--- src/rtl/vco_cal_seq.sv ---
// VCO coarse-calibration sequencer: SAR search over the capacitor load code,
// settling each trial for rampTime+1 cycles before sampling the synced Vup/Vdn.
module vco_cal_seq #(
  parameter int unsigned WIDTH       = 5,
  parameter int unsigned SYNC_STAGES = 2
) (
  input  logic             CLK,
  input  logic             reset,
  input  logic             start,
  input  logic             PD,
  input  logic             Vco_fixed_select,
  input  logic [WIDTH-1:0] fixed_code,
  input  logic [7:0]       rampTime,
  input  logic             Vup,
  input  logic             Vdn,
  output logic [WIDTH-1:0] load_select,
  output logic [4:0]       count,
  output logic             busy,
  output logic             done,
  output logic             cal_err
);

  localparam int unsigned IW = (WIDTH > 1) ? $clog2(WIDTH) : 1;
  localparam logic [WIDTH-1:0] MSB_CODE = WIDTH'(1) << (WIDTH - 1);

  typedef enum logic [1:0] {
    IDLE   = 2'd0,
    SETTLE = 2'd1,
    SAMPLE = 2'd2,
    DONE   = 2'd3
  } state_t;

  state_t                 state, state_n;
  logic [SYNC_STAGES-1:0] vup_sync, vdn_sync;
  logic                   vu, vd;
  logic [7:0]             timer, timer_n;
  logic [IW-1:0]          idx, idx_n;
  logic [WIDTH-1:0]       load_n;
  logic [4:0]             count_n;
  logic                   busy_n, done_n, err_n;

  assign vu = vup_sync[SYNC_STAGES-1];
  assign vd = vdn_sync[SYNC_STAGES-1];

  // Comparator synchronizers; the raw inputs are never used directly.
  always_ff @(posedge CLK or negedge reset) begin
    if (!reset) begin
      vup_sync <= '0;
      vdn_sync <= '0;
    end else begin
      vup_sync <= {vup_sync[SYNC_STAGES-2:0], Vup};
      vdn_sync <= {vdn_sync[SYNC_STAGES-2:0], Vdn};
    end
  end

  always_ff @(posedge CLK or negedge reset) begin
    if (!reset) begin
      state       <= IDLE;
      timer       <= '0;
      idx         <= '0;
      load_select <= MSB_CODE;
      count       <= '0;
      busy        <= 1'b0;
      done        <= 1'b0;
      cal_err     <= 1'b0;
    end else begin
      state       <= state_n;
      timer       <= timer_n;
      idx         <= idx_n;
      load_select <= load_n;
      count       <= count_n;
      busy        <= busy_n;
      done        <= done_n;
      cal_err     <= err_n;
    end
  end

  always_comb begin
    state_n = state;
    timer_n = timer;
    idx_n   = idx;
    load_n  = load_select;
    count_n = count;
    busy_n  = busy;
    done_n  = done;
    err_n   = cal_err;

    // Power-down overrides everything; code and step count are kept for readback.
    if (PD) begin
      state_n = IDLE;
      busy_n  = 1'b0;
      done_n  = 1'b0;
    end else begin
      case (state)
        IDLE, DONE: begin
          if (start) begin
            count_n = '0;
            err_n   = 1'b0;
            if (Vco_fixed_select) begin
              load_n  = fixed_code;
              done_n  = 1'b1;
              busy_n  = 1'b0;
              state_n = DONE;
            end else begin
              load_n  = MSB_CODE;
              idx_n   = IW'(WIDTH - 1);
              timer_n = rampTime;
              busy_n  = 1'b1;
              done_n  = 1'b0;
              state_n = SETTLE;
            end
          end
        end

        SETTLE: begin
          if (timer == 8'd0) state_n = SAMPLE;
          else               timer_n = timer - 8'd1;
        end

        SAMPLE: begin
          count_n = count + 5'd1;
          if (vu && vd) begin
            err_n   = 1'b1;
            done_n  = 1'b1;
            busy_n  = 1'b0;
            state_n = DONE;
          end else if (!vu && !vd) begin
            done_n  = 1'b1;
            busy_n  = 1'b0;
            state_n = DONE;
          end else begin
            if (vu) load_n[idx] = 1'b0;
            if (idx == '0) begin
              done_n  = 1'b1;
              busy_n  = 1'b0;
              state_n = DONE;
            end else begin
              load_n[idx - IW'(1)] = 1'b1;
              idx_n   = idx - IW'(1);
              timer_n = rampTime;
              state_n = SETTLE;
            end
          end
        end

        default: state_n = IDLE;
      endcase
    end
  end

endmodule

--- config.mk ---
export PLATFORM = sky130hd
export DESIGN_NAME = vco_cal_seq
export DESIGN_NICKNAME = d
export VERILOG_FILES = /design/src/rtl/vco_cal_seq.sv
export SDC_FILE = /design/constraint.sdc
export NUM_CORES = 1
export LEC_CHECK = 0
export CAP_MARGIN = 20
export CORE_UTILIZATION = 52
export DETAILED_ROUTE_END_ITERATION = 10
export GPL_TIMING_DRIVEN = 0
export MAX_ROUTING_LAYER = met4
export PLACE_DENSITY_LB_ADDON = 0.15
export SYNTH_ARGS = -nofsm -noshare
export SYNTH_HDL_FRONTEND = slang
export SYNTH_SLANG_ARGS = --single-unit
--- constraint.sdc ---
create_clock -name CLK -period 2.5 [get_ports CLK]
set_clock_uncertainty 0.2 [all_clocks]
set_input_delay 0.75 -clock CLK [delete_from_list [all_inputs] [get_ports CLK]]
set_output_delay 0.75 -clock CLK [all_outputs]
set_load 0.05 [all_outputs]
==> results by group, run 1 <==
Outcome
  • Outcome: finished clean

Clocking
  • Longest Clk Path Bufs: 2
  • CTS tree: yes
  • H-tree depth: 2
  • Clock Latency Late Sink: 0.34 ns
  • Clock-pin slew on the worst setup and hold paths: 0.09 ns
  • CTS Buf Count: 5
  • Root Driver: clkbuf_4
  • Sink Count: 30

Final layout
  • Share of cells above drive strength 1: 0.120
  • Layout net count: 269
  • # diodes: 0
  • Layout area overhead: 27.9%

Power
  • Internal power: 0.00145 W
  • Total Power: 0.00285 W
  • Reg power frac: 0.287
  • Sw Ratio: 0.489
  • Power share of the clock group: 0.111
  • Leakage Power: 1.07 nW
  • Sw Pwr: 0.00139 W
  • Pwr Density: 1190 mW/mm^2
  • Peak supply drop: 0.580 mV
  • Combinational Power Share: 0.602

Place
  • GP Congestion: 0.955
  • Post-Place Worst Slack: -0.402 ns
  • Dpl hpwl: 3.41 mm
  • Port buffer count: 32

Worst hold path
  • Worst hold stages: 0
  • Path category of the worst min-delay check: reg -> reg

Worst setup path
  • WS Path Type: reg -> out
  • WP data required: 1.55 ns
  • Reg2Reg Depth: 7
  • Crit-path max cell delay: 0.81 ns
  • Top delay family on crit path: buffers and inverters
  • Worst path slowest cell: clkdlybuf4s50_1
  • CP cell instances: clkdlybuf4s50_1
  • Worst reg2reg setup slack: 0.14 ns
  • Worst Path Arrival: 1.52 ns
  • Critical Path Sink Type: primary output
  • Crit path max fanout: 2
  • Worst Path Buf+Inv: 1
  • Levels on crit path: 1
  • CP startpoint kind: flop

GRT
  • First-pass GRT wire length: 7.67 mm
  • Largest net degree at the start of global routing: 17
  • Total gr overflow: 0
  • Total GRT Usage: 0.286
  • Vias in the first global route: 1684
  • Initial antenna violation count: 0

Logic synthesis
  • Top-count cell post-synth: dfrtp_1
  • Post-synth EDFFs: 0
  • Ranking of synthesized cells by area: dfrtp_1 39%, ha_1 5.4%, a21oi_1 4.8%, o21ai_0 4.3%, a32o_1 2.7%
  • Yosys top cell by area: dfrtp_1
  • Syn Nets: 227
  • Top-area cell type share of the netlist area: 0.390
  • Average size of a mapped cell: 9.36 sq um
  • Post-Syn Area: 0.00186 sq mm
  • Synth warn: 0
  • Post-synth ARST share: 1.00
  • Register area share after synthesis: 0.404
  • #FFs+latches synth: 30
  • Post-Synthesis Cells: 199
  • Top FF cell, synth: dfrtp_1
  • Post-synthesis cell type count: 52
  • Most frequent cells after synthesis: 29 x dfrtp_1, 18 x a21oi_1, 16 x o21ai_0

Floorplanning
  • Die Wd: 61.9 um
  • Total I/O pin count: 33
  • Die area: 0.00383 sq mm
  • Row count: 21
  • Die height: 61.9 um
  • Core area: 0.00339 sq mm
  • Initial Utilization: 0.550

Timing
  • Worst setup margin: 0.0349 ns
  • Setup TNS: 0 ns
  • Worst slew pin tran: 0.858 ns
  • Fin. Hold Viols: 0
  • Relative slew slack: 0.426
  • Hold WS: 0.160 ns
  • Setup violators final: 0
  • Final period util: 0.986
  • Minimum clock period after layout: 2.47 ns
  • Pins Over Slew Limit: 0
  • Fmax: 406 MHz
  • RSZ-0062 raised after global routing: no

Drt
  • # DRC: 0
  • Vias per std cell: 6.30
  • DR vias: 1815
  • Detailed-route wire length: 4.88 mm
  • Iter 0 DRT Violations: 146
  • Detail Route Antenna Nets: 0
  • WL/cell: 16.9 um
  • DR pass1 iterations: 5

Job
  • Max-cap violation count: 0
## cells by family after synthesis
group | synth area share
simple gates | 0.190
mux | 0.0107
buf+inv | 0.0504
compound gates | 0.278
flops | 0.404
xor+xnor | 0.0134
fa+ha+maj | 0.0537
## flip-flops by register name (all words and copies together) (netlist names)
signal	count
timer	8
count	5
load_select	5
idx	3
state	2
vdn_sync	2
vup_sync	2
busy	1
cal_err	1
done	1
## worst paths after layout
kind | start | endpoint
worst max-delay path | done | done
worst min-delay path | vdn_sync[0] | vdn_sync[1]
worst max register to register | idx[0] | timer[2]
worst min register to register | vdn_sync[0] | vdn_sync[1]
max in group asynchronous | reset | timer[0]
min in group asynchronous | reset | idx[1]
## metal layers
layer  global-route usage  part of all wire  vias up
li1                     -                 -      842
met1                0.358              0.43      874
met2                0.441              0.48       86
met3               0.0704             0.073       13
met4                0.117             0.019        0
met5                    -                 0        -
## cell usage in the layout (no fill, tap or decap), drive strengths merged, types with 2 or more instances in the layout
cell           netlist  final
nand2               11     11
ha                   8      8
a221o                2      2
a21oi               18     18
dlymetal6s2s         0      6
or4                  2      2
o31ai                3      3
nor2b                5      5
dfrtp               29     29
o2bb2ai              5      5
clkinv               3      4
a2111oi              2      2
a32o                 5      5
mux2i                2      2
and2                 3      3
nand3                6      6
inv                  9      9
nor2                10     10
or3                  5      5
clkdlybuf4s50        0     20
clkbuf               4     11
nor3                 3      3
a22o                 5      5
a32oi                2      2
buf                  5      8
dlygate4sd2          0      6
o21ai               17     17
nand2b               4      4
a31oi                6      6
nor4b                3      3
nor4                 3      3
or2                  2      2
## stage by stage
stage / instance area, sq um / utilization / cells
floorplan: 1860 / - / 199
global placement: 2240 / 0.661 / 277
detailed placement: 2270 / 0.669 / 278
CTS: 2330 / 0.687 / 286
global route: 2380 / 0.703 / 288
finish: 2380 / 0.703 / 288
## power by group through the flow
stage	sequential, W	combinational [W]	clock [W]
6_report	0.000818	0.00171	0.000316
4_1_cts	0.000806	0.00164	0.000317
5_1_grt	0.000836	0.00185	0.000341
2_1_floorplan	0.00100	0.000988	0
3_5_place_dp	0.000814	0.00164	0
3_3_place_gp	0.000800	0.00157	0
## layout make-up
type                            instances  area [sq um]
Buffer                                  9          48.8
Clock buffer                            7          55.1
Clock inverter                          1          5.00
Fill cell                             265          1010
Inverter                               12          46.3
Multi-Input combinational cell        148          1050
Sequential cell                        30           752
Tap cell                               46          57.6
Timing Repair Buffer                   35           370
## repair_timing
| item | in CTS | in global routing |
|---|---|---|
| gates resized for setup | 9 | 11 |
| hold buffers | 0 | 0 |
| setup buffers | 0 | 2 |
| pin swaps | 0 | 1 |
| setup endpoints to repair | 12 | 17 |
Power figures use the tool's default switching activity.
==> run 2, diff against run 1 <==
CORE_MARGIN = 5   (was unset)
==> results by group, run 2 (synthesis gave the netlist of run 1 again) <==
Outcome
  • Outcome: finished clean

Timing
  • Pins Over Slew Limit: 0
  • Relative slew slack: 0.444
  • Final period util: 0.986
  • Fin. Hold Viols: 0
  • Setup TNS: 0 ns
  • Worst slew pin tran: 0.832 ns
  • Fmax: 406 MHz
  • Setup violators final: 0
  • Hold WS: 0.157 ns
  • Minimum clock period after layout: 2.46 ns

Drt
  • Detail Route Antenna Nets: 0
  • Detailed-route wire length: 5.04 mm
  • Iter 0 DRT Violations: 176
  • Vias per std cell: 6.30
  • DR vias: 1813
  • WL/cell: 17.5 um
  • DR pass1 iterations: 4
  • # DRC: 0

Clocking
  • Root Driver: clkbuf_4
  • Longest Clk Path Bufs: 2
  • Clock-pin slew on the worst setup and hold paths: 0.11 ns
  • Clock Latency Late Sink: 0.34 ns
  • CTS tree: yes
  • H-tree depth: 2
  • CTS Buf Count: 5
  • Sink Count: 30
  • Hold-fix buffers at CTS: 0

Worst setup path
  • Worst Path Buf+Inv: 1
  • CP cell instances: clkdlybuf4s50_1
  • Origin of the critical flop-to-flop path: state[1]
  • Critical path origin: load_select[2]
  • Crit path max fanout: 2
  • Levels on crit path: 1
  • Critical Path Sink Type: primary output
  • Worst Path Arrival: 1.51 ns
  • Top delay family on crit path: buffers and inverters
  • FF-to-FF End: timer[3]
  • Worst reg2reg setup slack: 0.09 ns
  • WP data required: 1.55 ns
  • Worst path slowest cell: clkdlybuf4s50_1
  • WS Path Type: reg -> out
  • Reg2Reg Depth: 6
  • CP startpoint kind: flop
  • Crit-path max cell delay: 0.80 ns
  • Setup crit end: load_select[2]

Final layout
  • Max reg flops: 8
  • Commonest non-fill, non-tap cell in the layout: dfrtp_1
  • Reg with most FFs: timer
  • Top flop regs: timer x8, count x5, load_select x5
  • Fillers: 255
  • Layout net count: 269
  • Share of cells above drive strength 1: 0.124
  • Area of the multi-input gates: 0.00104 sq mm
  • # diodes: 0
  • FF/Latch Area: 753 sq um
  • Layout area overhead: 28.9%
  • Commonest non-fill, non-tap cells in the layout: 28 x dfrtp_1, 20 x clkdlybuf4s50_1, 17 x a21oi_1, 16 x o21ai_0, 11 x nand2_1

Power
  • Peak supply drop: 0.689 mV
  • Total Power: 0.00292 W
  • Leakage Power: 1.09 nW
  • Pwr Density: 1220 mW/mm^2

GRT
  • Total GRT Usage: 0.203
  • Largest net degree at the start of global routing: 17
  • Total gr overflow: 0
  • Initial antenna violation count: 0
  • Vias in the first global route: 1742
  • First-pass GRT wire length: 7.96 mm

Floorplanning
  • Row count: 21
  • Initial Utilization: 0.550
  • Die height: 69.9 um
  • Die Wd: 69.9 um
  • Core area: 0.00339 sq mm
  • Total I/O pin count: 33
  • Die area: 0.00488 sq mm

Job
  • Max-cap violation count: 0

Place
  • Port buffer count: 32
  • GP Congestion: 0.905
  • Dpl hpwl: 3.62 mm

Worst hold path
  • Path category of the worst min-delay check: reg -> reg
## run 2: cell count changes in the layout (fill, tap and decap cells not counted), sizes merged
cell,delta
bufinv,+1
clkbuf,-2
clkinvlp,+1
dlygate4sd2,-1
dlymetal6s2s,+1
## run 2: per-stage QoR
stage / cell area [sq um] / cells / util / setup WS (ns)
3_3_place_gp: 2240 / 277 / 0.661 / -0.357
6_report: 2400 / 288 / 0.709 / 0.0356
2_1_floorplan: 1860 / 199 / - / 0.257
5_1_grt: 2400 / 288 / 0.709 / -0.00797
3_5_place_dp: 2270 / 278 / 0.669 / -0.399
4_1_cts: 2350 / 286 / 0.695 / 0.00373
## run 2: timing repair
item | 4_1_cts | 5_1_grt
gates resized for setup | 9 | 11
setup endpoints to repair | 11 | 18
pin swaps | 0 | 1
setup buffers | 0 | 2
## run 2: how the worst min path moves through the flow
stage                 from  cells after the start           to
4_1_cts        vdn_sync[0]                      0  vdn_sync[1]
2_1_floorplan  vdn_sync[0]                      0  vdn_sync[1]
3_3_place_gp   vdn_sync[0]                      0  vdn_sync[1]
6_report       vdn_sync[0]                      0  vdn_sync[1]
5_1_grt        vdn_sync[0]                      0  vdn_sync[1]
3_5_place_dp   vdn_sync[0]                      0  vdn_sync[1]
## run 2: area by class of cell
type                            instances  share of cell area
Sequential cell                        30               0.314
Inverter                               12              0.0203
Clock inverter                          3              0.0167
Multi-Input combinational cell        148               0.434
Tap cell                               46              0.0240
Timing Repair Buffer                   35               0.156
Clock buffer                            5              0.0156
Buffer                                  9              0.0203
## run 2: report_power, final
part,switching [W],internal (W)
Combinational,0.00105,0.000660
Sequential,0.000156,0.000659
Clock,0.000184,0.000207
Total,0.00139,0.00153
## run 2: layer usage
| layer | part of all wire | global-route usage | vias up |
|---|---|---|---|
| met5 | 0 | - | - |
| met2 | 0.50 | 0.318 | 72 |
| met3 | 0.063 | 0.0488 | 8 |
| met4 | 0.012 | 0.0638 | 0 |
| met1 | 0.43 | 0.260 | 896 |
| li1 | - | - | 837 |
